`src/rtl/led_seq_ctrl.sv`:
```
// LED sequencer: two debounced active-low buttons drive a 10-bit counter that is
// stepped manually or auto-counted up/down on a prescaled tick.
module led_seq_ctrl #(
  parameter int unsigned DB_CYCLES = 1500,
  parameter int unsigned TICK_DIV  = 1000000
) (
  input  logic       clock,
  input  logic       reset,
  input  logic       btn_mode,
  input  logic       btn_step,
  output logic [9:0] leds,
  output logic [1:0] mode
);

  localparam int unsigned DbW = (DB_CYCLES > 2) ? $clog2(DB_CYCLES) : 1;
  localparam int unsigned PsW = (TICK_DIV > 2) ? $clog2(TICK_DIV) : 1;
  localparam logic [DbW-1:0] DbMax = DbW'(DB_CYCLES - 1);
  localparam logic [PsW-1:0] PsMax = PsW'(TICK_DIV - 1);

  // Button index 0 is mode, index 1 is step.
  localparam int unsigned BtnMode = 0;
  localparam int unsigned BtnStep = 1;

  typedef enum logic [1:0] {
    StManual = 2'b00,
    StUp     = 2'b01,
    StDown   = 2'b10,
    StBad    = 2'b11
  } state_e;

  logic [1:0]     sync1_q, sync2_q;
  logic [1:0]     stable_q, stable_d;
  logic [1:0]     press_q, press_d;
  logic [DbW-1:0] db_cnt_q [2];
  logic [DbW-1:0] db_cnt_d [2];

  state_e         state_q, state_d;
  logic [PsW-1:0] presc_q, presc_d;
  logic [9:0]     leds_q, leds_d;
  logic           tick;

  always_ff @(posedge clock) begin
    if (reset) begin
      sync1_q     <= 2'b11;
      sync2_q     <= 2'b11;
      stable_q    <= 2'b11;
      press_q     <= 2'b00;
      db_cnt_q[0] <= '0;
      db_cnt_q[1] <= '0;
      state_q     <= StManual;
      presc_q     <= '0;
      leds_q      <= '0;
    end else begin
      sync1_q     <= {btn_step, btn_mode};
      sync2_q     <= sync1_q;
      stable_q    <= stable_d;
      press_q     <= press_d;
      db_cnt_q[0] <= db_cnt_d[0];
      db_cnt_q[1] <= db_cnt_d[1];
      state_q     <= state_d;
      presc_q     <= presc_d;
      leds_q      <= leds_d;
    end
  end

  // A level is accepted only after it has disagreed with stable for DB_CYCLES cycles.
  always_comb begin
    for (int i = 0; i < 2; i++) begin
      db_cnt_d[i] = '0;
      stable_d[i] = stable_q[i];
      press_d[i]  = 1'b0;
      if (stable_q[i] != sync2_q[i]) begin
        if (db_cnt_q[i] == DbMax) begin
          stable_d[i] = sync2_q[i];
          press_d[i]  = ~sync2_q[i];
        end else begin
          db_cnt_d[i] = db_cnt_q[i] + DbW'(1);
        end
      end
    end
  end

  assign tick = ((state_q == StUp) || (state_q == StDown)) && (presc_q == PsMax);

  always_comb begin
    state_d = state_q;
    leds_d  = leds_q;
    presc_d = '0;

    case (state_q)
      StUp, StDown: presc_d = tick ? '0 : presc_q + PsW'(1);
      default:      presc_d = '0;
    endcase

    // Priority mode > step > tick; losers are dropped, not queued.
    if (state_q == StBad) begin
      state_d = StManual;
      presc_d = '0;
    end else if (press_q[BtnMode]) begin
      presc_d = '0;
      case (state_q)
        StManual: state_d = StUp;
        StUp:     state_d = StDown;
        default:  state_d = StManual;
      endcase
    end else if (press_q[BtnStep]) begin
      presc_d = '0;
      if (state_q == StManual) begin
        leds_d = leds_q + 10'd1;
      end else begin
        leds_d = '0;
      end
    end else if (tick) begin
      if (state_q == StUp) begin
        leds_d = leds_q + 10'd1;
      end else begin
        leds_d = leds_q - 10'd1;
      end
    end
  end

  assign leds = leds_q;
  assign mode = state_q;

endmodule

```
`config.mk`:
```
export PLATFORM = sky130hd
export DESIGN_NAME = led_seq_ctrl
export DESIGN_NICKNAME = d
export VERILOG_FILES = /design/src/rtl/led_seq_ctrl.sv
export SDC_FILE = /design/constraint.sdc
export NUM_CORES = 1
export LEC_CHECK = 0
export ABC_AREA = 1
export CAP_MARGIN = 30
export CORE_MARGIN = 2
export CORE_UTILIZATION = 45
export DETAILED_ROUTE_END_ITERATION = 8
export HOLD_SLACK_MARGIN = 0.1
export PLACE_DENSITY = 0.73
export SLEW_MARGIN = 15
export SYNTH_ARGS = -nofsm -noshare
export SYNTH_HDL_FRONTEND = slang
export SYNTH_SLANG_ARGS = --single-unit
```
`constraint.sdc`:
```
create_clock -name clock -period 4.2 [get_ports clock]
set_input_delay 0.84 -clock clock [delete_from_list [all_inputs] [get_ports clock]]
set_output_delay 0.84 -clock clock [all_outputs]
set_load 0.05 [all_outputs]
```
* Word level (Yosys, flattened, before mapping)
Memories as Yosys holds them, arrays and structs flattened.
Index checks and enable logic that the tools add are counted.
** Storage, ports and cells
- Register bits :: 40
- Bits in latches :: 0
- Bits in writable memories :: 22
- Memory bits (read-only) :: 0
- Input bits :: 4
- Output and inout port bits :: 12
- Word-level logic and storage cells :: 60
- Memories :: 1
** Memories
- db_cnt_q :: depth 2, width 11, read ports 2, clocked after Yosys merged registers in 0, write ports 2, RTL line 34 : logic [DbW-1:0] db_cnt_q [2];
** Cells by class
- $add $sub $neg :: 5
- Multipliers :: 0
- Divide/modulo/power cells :: 0
- $lt $le $gt $ge :: 0
- Eq/ne operators :: 8
- Shift-type cells :: 0
- Multiplexer cells :: 14
- Bitwise logic cells :: 11
- Reduce and logical (&&, ||, !) cells :: 12
** Operator list (count)
- 2-to-1 mux 11 bit :: 6
- 2-to-1 mux 10 bit :: 4
- adder 11 x 1 -> 11 bit, second input constant :: 2
- == test 11 bit, second input constant :: 2
- adder 20 x 1 -> 20 bit, second input constant :: 1
- == test 20 bit, second input constant :: 1
- adder 10 x 1 -> 10 bit, second input constant :: 1
- subtractor 10 x 1 -> 10 bit, second input constant :: 1
- inverter 1 bit :: 9
- OR reduction 3 bit :: 2
- OR reduction 6 bit :: 1
- == test 2 bit, second input constant :: 2
- case mux 2 bit (2 select lines) :: 1
- AND reduction 2 bit :: 2
- OR reduction 2 bit :: 2
- 2-to-1 mux 1 bit :: 3
- AND reduction 3 bit :: 1
- == test 2 x 1 -> 1 bit, second input constant :: 1
- zero test 2 bit :: 1
- inequality test 1 bit :: 2
- OR 1 bit :: 2
- nonzero test 2 bit :: 1
- logical AND 1 bit :: 1
- logical OR 1 bit :: 1

* Logic depth before layout (Yosys ltp)
- Word-level depth :: 5
- Depth in mapped cells :: 13
- Mapped depth without buffers :: 12

* Worst setup path after synthesis
No wires, ideal clock.
- Path kind :: flip-flop to flip-flop
- From :: register state_q[1] (netlist: mode[1])
- To :: register leds_q[9] (netlist: leds[9])
- Library setup time :: 0.113 ns
- Arrival :: 1.850 ns
- Required time :: 4.087 ns
- Path slack :: 2.237 ns
- Stages on the path, launching flop included :: 10
- Path buffers :: 1
- Clock period less this slack :: 1.963 ns
- Cells stage by stage :: dfxtp_1 > inv_1 > ha_1 > nor2_1 > clkbuf_1 > nor2_1 > nand3_1 > nand3_1 > nor2_1 > nor2_1
** Between the ends
- Word-level cells in the longest chain between the ends :: 5
- Elaborated cells on any way between the ends :: 13
- Classes of those cells :: 3 x eq/ne; 4 x mux; 1 x bitwise; 5 x reduce/logical
** RTL lines
- start: declaration :: RTL line 37 : state_e state_q, state_d;
- start signal: assignment :: RTL line 50 : state_q <= StManual;
- start signal: assignment :: RTL line 60 : state_q <= state_d;
- == test 2 x 1 -> 1 bit or == test 2 bit (tied branches) :: RTL line 83, 114
- logical OR 1 bit :: RTL line 83 : assign tick = ((state_q == StUp) || (state_q == StDown)) && (presc_q == PsMax);
- logical AND 1 bit :: RTL line 83
- nonzero test 2 bit (no source line)
- AND reduction 3 bit (no source line)
- end signal: assignment :: RTL line 62 : leds_q <= leds_d;
- end: declaration :: RTL line 39 : logic [9:0] leds_q, leds_d;
Several ways; a longest one is shown, not always the timed one. The select of a mux whose other input is x is not followed.
A chain may end at the register's enable or synchronous reset.

* Final worst setup path
- From :: register leds_q[5] (netlist: leds[5])
- To :: output port leds[5]
** RTL lines
- end: declaration :: RTL line 11 : output logic [9:0] leds,
No word-level cell between the ends.

==> flow_summary_export.csv <==
group,metric,value,unit
run_status,status,"complete, no violations",
critical_path,critPathBufInv,1,
route,dr.pass1.iters,4,
route,wl,6360,microns
clock_tree,cts_tree,"yes",
logic_synthesis,avgSynthCellArea,6.69,sq um
clock_tree,clk_latency,0.35,ns
die,row_count,30,
pwr,power_switching,248,uW
clock_tree,cts_root_buf,"clkbuf_8",
route,wl_per_cell,10.7,microns
pwr,swShare,19.8,%
critical_path,startpoint_type,"flip-flop",
logic_synthesis,synth_fp_nets,491,
finish,final_nets,509,
logic_synthesis,yosysMostFrequentCell,"nand2_1",
sta,setup_violations,0,
pwr,power.leakage,1.44,nW
route,route.detailed.drc,0,
global_route,grt_start_max_net_pins,21,
route,drt-initial-drc-count,149,
clock_tree,cts-resized-gates,0,
global_route,grt_pass1_vias,2580,
sta,min_period_over_period,60.8,%
critical_path,worst_ep_arrival_time,1.72,ns
pwr,p_clk_share,51.9,%
logic_synthesis,synth_ff_type,"dfxtp_1",
global_route,grt.total_usage,17.9,%
finish,antennaDiodeCount,0,
finish,final_cells,597,
sta,clock_skew,0.0141,ns
pwr,p_comb_share,0.9,%
place,portBuffers,15,
clock_tree,htree_levels,3,
logic_synthesis,synth_top_area_cell,"dfxtp_1",
clock_tree,cts_buffers,9,
pwr,pwr-share-seq,47.2,%
critical_path,slowest_delay,0.87,ns
pwr,power_density,340,nW/um^2
logic_synthesis,synth_top_cell_area_share,38.7,%
clock_tree,path_clk_slew,0.08,ns
critical_path,cp_cell_sequence,"clkdlybuf4s50_1",
logic_synthesis,synth_edf_count,0,
die,die_area,7820,sq um
finish,fin_area,3680,sq um
finish,num-fill-cells,666,
sta,slew_viol_final,0,
pwr,ir_worst_vdd,291,uV
die,initial_core_util,46.9,%
sta,fin_setup_tns,0,ns
critical_path,crit_fanout,9,
route,vias,2872,
place,post-dp-hpwl,4550,microns
logic_synthesis,synthesis.area,3210,sq um
critical_path,required,3.36,ns
die,dieWidth,88.4,microns
die,coreArea,6830,sq um
sta,tightest_slew,0.858,ns
clock_tree,clock-sinks,62,
global_route,antenna_found_initial,0,
sta,hold_viol,0,
critical_path,cp_top_family,"buffers and inverters",
global_route,grt_first_pass_wirelength,10900,microns
sta,fmax,391,MHz
sta,holdWs,0.411,ns
pwr,intPower,1.00,mW
die,io_pins,16,
logic_synthesis,synth-seq-cells,62,
clock_tree,clockBufferDepth,2,
finish,final_core_util,53.9,%
clock_tree,postCtsSetupRepairBufs,0,
place,placedCellCount,582,
logic_synthesis,synth_cells,479,
sta,fin_crit,2.56,ns
sta,rsz0062_at_grt,"false",
logic_synthesis,synthTopCellsByCount,"111 x nand2_1, 99 x nor2_1, 62 x dfxtp_1",
die,die_y,88.4,microns
logic_synthesis,ys_top_cells_by_area,"dfxtp_1 39%, nand2_1 13%, nor2_1 12%",
finish,area_delta_synth_final,14.7,%
sta,slew_headroom,42.6,%
route,ant_nets,0,
place,gp_congestion,0.923,
critical_path,crit_type,"flip-flop to primary output",
logic_synthesis,yosys_warnings,0,
global_route,overflow,0,
route,vias_per_cell,4.81,
critical_path,crit_path_end_kind,"primary output",
logic_synthesis,ys_async_sr_fraction,0,%
finish,layout-drive-gt1-share,6.19,%
clock_tree,ctsHoldBuffers,0,
logic_synthesis,ys_types,25,
job,max-cap-violations,0,
critical_path,critPathSlowestCell,"clkdlybuf4s50_1",
logic_synthesis,ys_seq_area_share,38.7,%
min_path,hold_class,"flip-flop to flip-flop",
place,dpl_cell_area,3440,sq um
power groups by stage:
stage	clock network, mW	logic, mW	registers (mW)
floorplan	0	0.00760	0.604
global placement	0	0.0114	0.605
detailed placement	0	0.0120	0.605
CTS	0.665	0.0120	0.591
global route	0.687	0.0134	0.591
finish	0.650	0.0117	0.591
layer usage:
metal  up-vias  track usage, %  wire length [microns]
met4         0            8.68                    119
met1      1278            22.2                   3070
met5         -               0                      0
met2        33            29.0                   3010
li1       1551               -                      -
met3        10            4.76                    163
stage by stage:
| stage | power (mW) | worst slack, ns |
|---|---|---|
| after floorplan | 0.612 | 2.24 |
| after global placement | 0.616 | 1.72 |
| after detailed placement | 0.617 | 1.65 |
| after CTS | 1.27 | 1.63 |
| after global routing | 1.29 | 1.59 |
| final | 1.25 | 1.64 |
path summary, 6_finish.rpt:
| kind | startpoint | endpoint | slack (ns) | cells past startpoint |
|---|---|---|---|---|
| hold / removal | sync1_q[1] | sync2_q[1] | 0.41 | 1 |
| setup reg to reg | mode[1] | leds[3] | 2.06 | 9 |
| hold reg to reg | sync1_q[1] | sync2_q[1] | 0.41 | 1 |
| setup / recovery | leds[5] | leds[5] | 1.64 | 1 |
cells by family (layout without fill, tap and decap cells):
family | Yosys count | after routing | share of synthesized area, %
adder cells (fa/ha/maj) | 8 | 8 | 3.12
flip-flops | 62 | 62 | 38.7
buffers and inverters | 63 | 85 | 7.72
AND/OR/NAND/NOR | 288 | 288 | 38.8
AO/OA/AOI/OAI | 37 | 37 | 5.89
XOR/XNOR | 21 | 21 | 5.74
layout make-up:
class                           count  area, sq um  area share (%)
Tap cell                           96          120            3.26
Clock buffer                       10          138            3.74
Multi-Input combinational cell    354         1720            46.7
Clock inverter                      5          106            2.89
Sequential cell                    62         1240            33.7
Inverter                           55          206            5.61
Timing Repair Buffer               15          150            4.08
flip-flops by register name, summed over array words and instances, names as in the netlist:
name      cells
sync1_q       2
db_cnt_q     22
mode          2
press_q       2
presc_q      20
leds         10
stable_q      2
sync2_q       2
cell usage in the layout (no fill, tap or decap), drive strengths merged:
| cell type | instances |
|---|---|
| nand2 | 116 |
| nor2 | 101 |
| dfxtp | 62 |
| inv | 56 |
| nand3 | 35 |
| a21oi | 19 |
| o21ai | 15 |
| clkdlybuf4s50 | 15 |
| xor2 | 13 |
| nor3 | 10 |
| nand4 | 10 |
| clkbuf | 10 |
| or2 | 9 |
| xnor2 | 8 |
| ha | 8 |
| a31oi | 3 |
| nor4 | 3 |
| bufinv | 3 |
| nor3b | 2 |
| nand3b | 2 |
| clkinvlp | 1 |
Power figures use the tool's default switching activity.
